<file path="src/rtl/voltmeter_pkg.sv">
// Shared encodings and ASCII constants for the voltmeter UART command path.
package voltmeter_pkg;

   typedef enum logic [1:0] {
      RX_IDLE,
      RX_START,
      RX_DATA,
      RX_STOP
   } rx_state_e;

   typedef enum logic [1:0] {
      P_IDLE,
      P_D1,
      P_D2,
      P_END
   } parse_state_e;

   localparam logic [7:0] ASCII_C  = 8'h43;
   localparam logic [7:0] ASCII_c  = 8'h63;
   localparam logic [7:0] ASCII_CR = 8'h0D;
   localparam logic [7:0] ASCII_LF = 8'h0A;
   localparam logic [7:0] ASCII_0  = 8'h30;

   localparam int unsigned N_CHAN_DEFAULT = 13;

   function automatic logic is_digit(input logic [7:0] b);
      return (b >= ASCII_0) && (b <= 8'h39);
   endfunction

   function automatic logic is_cmd_lead(input logic [7:0] b);
      return (b == ASCII_C) || (b == ASCII_c);
   endfunction

endpackage

</file>
<file path="src/rtl/uart_channel_cmd_if.sv">
// Serial input plus received-byte and decoded-channel outputs of the command receiver.
interface uart_channel_cmd_if #(
   parameter int unsigned DBIT = 8
);
   logic            rx;
   logic [DBIT-1:0] rx_byte;
   logic            rx_done;
   logic            frame_err;
   logic [3:0]      chan;
   logic            chan_valid;
   logic            cmd_err;

   modport master (
      output rx,
      input  rx_byte, rx_done, frame_err, chan, chan_valid, cmd_err
   );

   modport slave (
      input  rx,
      output rx_byte, rx_done, frame_err, chan, chan_valid, cmd_err
   );
endinterface

</file>
<file path="src/rtl/uart_rx.sv">
// 8N1 receiver: two-flop synchroniser, 16x oversample tick divider and framing FSM.
module uart_rx
   import voltmeter_pkg::*;
#(
   parameter int unsigned DBIT     = 8,
   parameter int unsigned SB_TICK  = 16,
   parameter int unsigned DVSR     = 326,
   parameter int unsigned DVSR_BIT = 9
) (
   input  logic            clk,
   input  logic            rst,
   input  logic            rx,
   output logic [DBIT-1:0] rx_byte,
   output logic            rx_done,
   output logic            frame_err
);

   localparam int unsigned NW = (DBIT > 1) ? $clog2(DBIT) : 1;

   logic                rx_meta_q;
   logic                rx_s_q;
   logic [DVSR_BIT-1:0] div_q;
   logic                tick;
   rx_state_e           state_q;
   logic [3:0]          s_q;
   logic [NW-1:0]       n_q;
   logic [DBIT-1:0]     b_q;

   // Synchroniser idles high so reset never looks like a start bit.
   always_ff @(posedge clk) begin
      if (rst) begin
         rx_meta_q <= 1'b1;
         rx_s_q    <= 1'b1;
      end else begin
         rx_meta_q <= rx;
         rx_s_q    <= rx_meta_q;
      end
   end

   assign tick = (div_q == DVSR_BIT'(DVSR - 1));

   always_ff @(posedge clk) begin
      if (rst)       div_q <= '0;
      else if (tick) div_q <= '0;
      else           div_q <= div_q + DVSR_BIT'(1);
   end

   // Start bit is confirmed mid-bit; data and stop are then sampled every 16 ticks.
   always_ff @(posedge clk) begin
      if (rst) begin
         state_q   <= RX_IDLE;
         s_q       <= '0;
         n_q       <= '0;
         b_q       <= '0;
         rx_byte   <= '0;
         rx_done   <= 1'b0;
         frame_err <= 1'b0;
      end else begin
         rx_done   <= 1'b0;
         frame_err <= 1'b0;
         case (state_q)
            RX_IDLE: begin
               if (!rx_s_q) begin
                  state_q <= RX_START;
                  s_q     <= '0;
               end
            end
            RX_START: begin
               if (tick) begin
                  if (s_q == 4'd7) begin
                     if (rx_s_q) begin
                        state_q <= RX_IDLE;
                     end else begin
                        state_q <= RX_DATA;
                        s_q     <= '0;
                        n_q     <= '0;
                     end
                  end else begin
                     s_q <= s_q + 4'd1;
                  end
               end
            end
            RX_DATA: begin
               if (tick) begin
                  if (s_q == 4'd15) begin
                     s_q <= '0;
                     b_q <= {rx_s_q, b_q[DBIT-1:1]};
                     if (n_q == NW'(DBIT - 1)) state_q <= RX_STOP;
                     else                      n_q     <= n_q + NW'(1);
                  end else begin
                     s_q <= s_q + 4'd1;
                  end
               end
            end
            RX_STOP: begin
               if (tick) begin
                  if (s_q == 4'(SB_TICK - 1)) begin
                     state_q <= RX_IDLE;
                     if (rx_s_q) begin
                        rx_byte <= b_q;
                        rx_done <= 1'b1;
                     end else begin
                        frame_err <= 1'b1;
                     end
                  end else begin
                     s_q <= s_q + 4'd1;
                  end
               end
            end
            default: state_q <= RX_IDLE;
         endcase
      end
   end

endmodule

</file>
<file path="src/rtl/uart_channel_cmd.sv">
// UART receive path plus "C<d>[<d>]<CR>" command parser selecting a voltmeter channel.
module uart_channel_cmd
   import voltmeter_pkg::*;
#(
   parameter int unsigned DBIT     = 8,
   parameter int unsigned SB_TICK  = 16,
   parameter int unsigned DVSR     = 326,
   parameter int unsigned DVSR_BIT = 9,
   parameter int unsigned N_CHAN   = N_CHAN_DEFAULT
) (
   input  logic              clk,
   input  logic              rst,
   uart_channel_cmd_if.slave bus
);

   parse_state_e pstate_q;
   logic [6:0]   acc_q;
   logic [3:0]   chan_q;
   logic         chan_valid_q;
   logic         cmd_err_q;

   logic [7:0]   byte_c;
   logic [3:0]   digit_c;
   logic         is_digit_c;
   logic         is_lead_c;
   logic         is_cr_c;
   logic         in_range_c;
   parse_state_e resync_c;

   uart_rx #(
      .DBIT     (DBIT),
      .SB_TICK  (SB_TICK),
      .DVSR     (DVSR),
      .DVSR_BIT (DVSR_BIT)
   ) u_rx (
      .clk       (clk),
      .rst       (rst),
      .rx        (bus.rx),
      .rx_byte   (bus.rx_byte),
      .rx_done   (bus.rx_done),
      .frame_err (bus.frame_err)
   );

   assign byte_c     = 8'(bus.rx_byte);
   assign digit_c    = 4'(byte_c - ASCII_0);
   assign is_digit_c = is_digit(byte_c);
   assign is_lead_c  = is_cmd_lead(byte_c);
   assign is_cr_c    = (byte_c == ASCII_CR);
   assign in_range_c = (acc_q < 7'(N_CHAN));
   // A stray 'C' inside a broken command starts a fresh one.
   assign resync_c   = is_lead_c ? P_D1 : P_IDLE;

   always_ff @(posedge clk) begin
      if (rst) begin
         pstate_q     <= P_IDLE;
         acc_q        <= '0;
         chan_q       <= '0;
         chan_valid_q <= 1'b0;
         cmd_err_q    <= 1'b0;
      end else begin
         chan_valid_q <= 1'b0;
         cmd_err_q    <= 1'b0;
         if (bus.rx_done && (byte_c != ASCII_LF)) begin
            if (is_cr_c && ((pstate_q == P_D2) || (pstate_q == P_END))) begin
               pstate_q <= P_IDLE;
               if (in_range_c) begin
                  chan_q       <= acc_q[3:0];
                  chan_valid_q <= 1'b1;
               end else begin
                  cmd_err_q <= 1'b1;
               end
            end else begin
               case (pstate_q)
                  P_IDLE: begin
                     if (is_lead_c) pstate_q <= P_D1;
                  end
                  P_D1: begin
                     if (is_digit_c) begin
                        acc_q    <= 7'(digit_c);
                        pstate_q <= P_D2;
                     end else begin
                        cmd_err_q <= 1'b1;
                        pstate_q  <= resync_c;
                     end
                  end
                  P_D2: begin
                     if (is_digit_c) begin
                        acc_q    <= (acc_q * 7'd10) + 7'(digit_c);
                        pstate_q <= P_END;
                     end else begin
                        cmd_err_q <= 1'b1;
                        pstate_q  <= resync_c;
                     end
                  end
                  P_END: begin
                     cmd_err_q <= 1'b1;
                     pstate_q  <= resync_c;
                  end
                  default: pstate_q <= P_IDLE;
               endcase
            end
         end
      end
   end

   assign bus.chan       = chan_q;
   assign bus.chan_valid = chan_valid_q;
   assign bus.cmd_err    = cmd_err_q;

endmodule

</file>
<file path="src/flat_wrapper.sv">
// flat-port wrapper written by rule: the top's interface ports become plain ports
module uart_channel_cmd_flat import voltmeter_pkg::*;
#(
   parameter int unsigned DBIT     = 8,
   parameter int unsigned SB_TICK  = 16,
   parameter int unsigned DVSR     = 326,
   parameter int unsigned DVSR_BIT = 9,
   parameter int unsigned N_CHAN   = N_CHAN_DEFAULT
)
  (clk, rst, bus_rx, bus_rx_byte, bus_rx_done, bus_frame_err, bus_chan, bus_chan_valid, bus_cmd_err);
  uart_channel_cmd_if #(.DBIT(DBIT)) bus_i ();
  input  logic clk;
  input  logic rst;
  input wire logic [$bits(bus_i.rx)-1:0] bus_rx;
  output wire logic [$bits(bus_i.rx_byte)-1:0] bus_rx_byte;
  output wire logic [$bits(bus_i.rx_done)-1:0] bus_rx_done;
  output wire logic [$bits(bus_i.frame_err)-1:0] bus_frame_err;
  output wire logic [$bits(bus_i.chan)-1:0] bus_chan;
  output wire logic [$bits(bus_i.chan_valid)-1:0] bus_chan_valid;
  output wire logic [$bits(bus_i.cmd_err)-1:0] bus_cmd_err;
  assign bus_i.rx = bus_rx;
  assign bus_rx_byte = bus_i.rx_byte;
  assign bus_rx_done = bus_i.rx_done;
  assign bus_frame_err = bus_i.frame_err;
  assign bus_chan = bus_i.chan;
  assign bus_chan_valid = bus_i.chan_valid;
  assign bus_cmd_err = bus_i.cmd_err;
  uart_channel_cmd #(.DBIT(DBIT), .SB_TICK(SB_TICK), .DVSR(DVSR), .DVSR_BIT(DVSR_BIT), .N_CHAN(N_CHAN)) u_core (.clk(clk), .rst(rst), .bus(bus_i));
endmodule
</file>
<file path="config.mk">
export PLATFORM = sky130hd
export DESIGN_NAME = uart_channel_cmd_flat
export DESIGN_NICKNAME = d
export VERILOG_FILES = /design/src/rtl/voltmeter_pkg.sv /design/src/rtl/uart_channel_cmd_if.sv /design/src/rtl/uart_rx.sv /design/src/rtl/uart_channel_cmd.sv /design/src/flat_wrapper.sv
export SDC_FILE = /design/constraint.sdc
export NUM_CORES = 1
export LEC_CHECK = 0
export ABC_AREA = 1
export CAP_MARGIN = 20
export CORE_ASPECT_RATIO = 1.5
export CORE_MARGIN = 4
export CORE_UTILIZATION = 34
export CTS_CLUSTER_DIAMETER = 40
export DETAILED_ROUTE_END_ITERATION = 7
export GPL_TIMING_DRIVEN = 0
export HOLD_SLACK_MARGIN = 0.02
export PLACE_DENSITY_LB_ADDON = 0.15
export SYNTH_ARGS = -nofsm -noshare
export SYNTH_HDL_FRONTEND = slang
export SYNTH_SLANG_ARGS = --single-unit
</file>
<file path="constraint.sdc">
create_clock -name clk -period 2.4 [get_ports clk]
set_input_delay 0.48 -clock clk [delete_from_list [all_inputs] [get_ports clk]]
set_output_delay 0.48 -clock clk [all_outputs]
set_load 0.01 [all_outputs]
</file>
==> results.md <==
* Post-DP HPWL at slightly above 5000 microns
* Largest net degree at the start of global routing at 16
* Core box area at about 8400 sq um
* Clk root buf: clkbuf_16
* TritonRoute pass-1 iters at 4
* Cell count after synthesis at a little over 400
* Antenna violations before repair at 0
* Slowest cell on crit path: dfxtp_1
* Largest cells by area after synthesis: dfxtp_1 36%, nand2_1 10%, inv_1 7.3%, ha_1 7.3%, nor2_1 7.2%
* Post-synth top flop: dfxtp_1
* WL per Instance at around 12 microns
* Final setup fails at 0
* Worst-case reg-to-reg path depth at 12
* Setup crit start kind: flip-flop
* Hold Vio Cnt, Final at 0
* Syn Nets at ~430
* Die W at between 80 and 90 microns
* H-tree depth at 2
* Clock buffer depth at 2
* CTS clk-pin slew, worst paths at roughly 0.070 ns
* Num CTS Buffers at 5
* Synth Register Bits at 53
* Initial Util at around a third
* Total gr overflow at 0
* Post-synthesis sequential area ratio at a little over a third
* Syn-to-layout area delta at 16.6%
* DR vias/cell at ~4.7
* CTS tree: built
* Ys async rst share at 0%
* Cell taking the most area after synthesis: dfxtp_1
* # DRC at 0
* Post-CTS Setup Inserts at 0
* Synth unique cells at 37
* Critical Path RT at around 2.6 ns
* Count leader, synth: nand2_1
* YS warnings at 0
* Period Utilization, post-route at 90.0%
* I/O Buffers at 18
* Slowest stage delay, CP at roughly 0.45 ns
* GR Util All Layers at approximately 14%
* Via count at 2581
* Tmin final at roughly 2.2 ns
* Final Max Slew Viols at 0
* Routability cong. at approximately 0.8
* Hold buffers post-CTS at 0
* CP Capture Type: flip-flop
* Crit path DAT at approximately 2.3 ns
* Post-Route WL at around 6600 microns
* Post-synth top cells: 80 x nand2_1, 57 x inv_1, 56 x nor2_1
* Post-CTS sizing at 0
* RSZ-0062 raised after global routing: no
* DP Worst Slack at ~0.24 ns
* Hold Path Depth at 1
* Tightest Pin Transition at 0.580 ns
* Die ar. at 10200 sq um
* Post-synth EDFFs at 0
* Crit path top cell by count: nand2_1
* Non-filler cells, final at between 500 and 600
* Drt initial violations at 50
* Sink Count at between 50 and 60
* Top cell type's share of synthesized area at a little over a third
* Outcome: finished, final reports clean
* Pwr Total at 0.00190 W
* Antenna diodes at 0
* Worst-Skew Late Latency at between 0.2 and 0.3 ns
* Fmax at 0.463 GHz
* First-pass GRT wire length at between 10000 and 15000 microns
* Final setup TNS at 0 ns
* # placed instances at 537
* Static leakage at about 1.5 nW
* Max_cap viols at 0
* Crit path cell chain: ha_1 > ha_1 > inv_1 > fa_1 > nor2_1 > nand3_1 > nand2_1 > inv_1 > nand2_1 > nand2_1 > nand3_1 > a21oi_1
* Worst Skew at ~0.0055 ns
* Syn avg cell area at just over 7 sq um
* Power Density at 556 nW/um^2
* Crit path max fanout at 6
* Hold crit path type: reg2reg
* Final antenna-violating net count at 0
* CP Class: reg2reg
* Relative slew slack at a little over 60%
* Mapped cell area at 2930 sq um
* Worst vdd ir at 358 uV
* Layout cells sized above 1 at around a tenth
* PnR worst setup slack at between 0.2 and 0.25 ns
* Vias in the first global route at approximately 2600
* Nets@finish at between 400 and 500
* Die Ht at about 120 microns
* Site Rows at between 40 and 50
* Ports at 19
[final cells by class]
type | count | area (sq um)
inverter | 63 | 238
tap | 107 | 134
fill | 914 | 5000
buffer | 5 | 27.5
sequential | 53 | 1060
clock inverter | 1 | 30.0
timing repair buffer | 18 | 180
multi-input combinational | 291 | 1600
clock buffer | 7 | 143
[placed cells by master (no fill, tap or decap), types with 2 or more instances in the layout]
cell type and count:
fa_1 2, inv_1 57, o21ai_1 6, a21oi_1 33
clkbuf_1 4, clkdlybuf4s50_1 18, clkbuf_16 5, nor2_1 56
o21ai_0 26, nor2_4 3, nand4_1 3, nand2_1 80
nor3b_1 2, nor3_1 12, or2_2 4, nand2_2 9
ha_1 17, nor4_1 2, nor2_2 5, dfxtp_1 53
nand3_4 4, inv_2 4, nand3_1 15
[critical path, delay by kind of cell, from the launching register on]
kind	cells	cell delay, ns
fa+ha+maj	3	0.91
buf+inv	2	0.10
simple gates	6	0.49
flops	1	0.45
compound gates	1	0.06
[state kept, by name (all words and copies together), names as in the netlist, named ones only]
signal	flops
u_core.acc_q	7
u_core.bus.chan	4
u_core.bus.chan_valid	1
u_core.bus.cmd_err	1
u_core.pstate_q	2
u_core.u_rx.b_q	8
u_core.u_rx.div_q	9
u_core.u_rx.frame_err	1
u_core.u_rx.n_q	3
u_core.u_rx.rx_byte	8
u_core.u_rx.rx_done	1
u_core.u_rx.rx_meta_q	1
u_core.u_rx.rx_s_q	1
u_core.u_rx.s_q	4
u_core.u_rx.state_q	1
[routing by layer]
layer / routed length [microns] / share of wire (%) / global-route usage [%]
met4: 112 / 1.7 / 5.23
met1: 2640 / 40 / 14.7
met5: 0 / 0 / 0
met3: 180 / 2.7 / 2.71
met2: 3660 / 55 / 27.7
[worst paths after layout]
kind	startpoint	to	slack (ns)
worst max-delay path	u_core.acc_q[3]$_SDFFE_PP0P_	u_core.acc_q[6]$_SDFFE_PP0P_	0.24
worst min-delay path	u_core.u_rx.rx_meta_q$_SDFF_PP1_	u_core.u_rx.rx_s_q$_SDFF_PP1_	0.41
worst max register to register	u_core.acc_q[3]$_SDFFE_PP0P_	u_core.acc_q[6]$_SDFFE_PP0P_	0.24
worst min register to register	u_core.u_rx.rx_meta_q$_SDFF_PP1_	u_core.u_rx.rx_s_q$_SDFF_PP1_	0.41
[kinds of logic (layout without fill, tap and decap cells)]
group	Yosys count	count (layout)	synth area share [%]
buffers and inverters	68	94	9.07
AO/OA/AOI/OAI	71	71	12.9
adder cells (fa/ha/maj)	19	19	8.64
AND/OR/NAND/NOR	201	201	33.1
flip-flops	53	53	36.3
[through the flow]
step           instance area [sq um]  util [%]  hold WS (ns)
2_1_floorplan                   2930         -         0.389
3_3_place_gp                    3240      38.5         0.395
3_5_place_dp                    3240      38.5         0.397
4_1_cts                         3410      40.6         0.415
5_1_grt                         3410      40.6         0.431
6_report                        3410      40.6         0.412
[report_power, final]
group,switching (W),internal [W]
clock network,0.000320,0.000522
registers,0.0000203,0.000895
logic,0.0000954,0.0000464
total,0.000435,0.00146
Power figures use the tool's default switching activity.
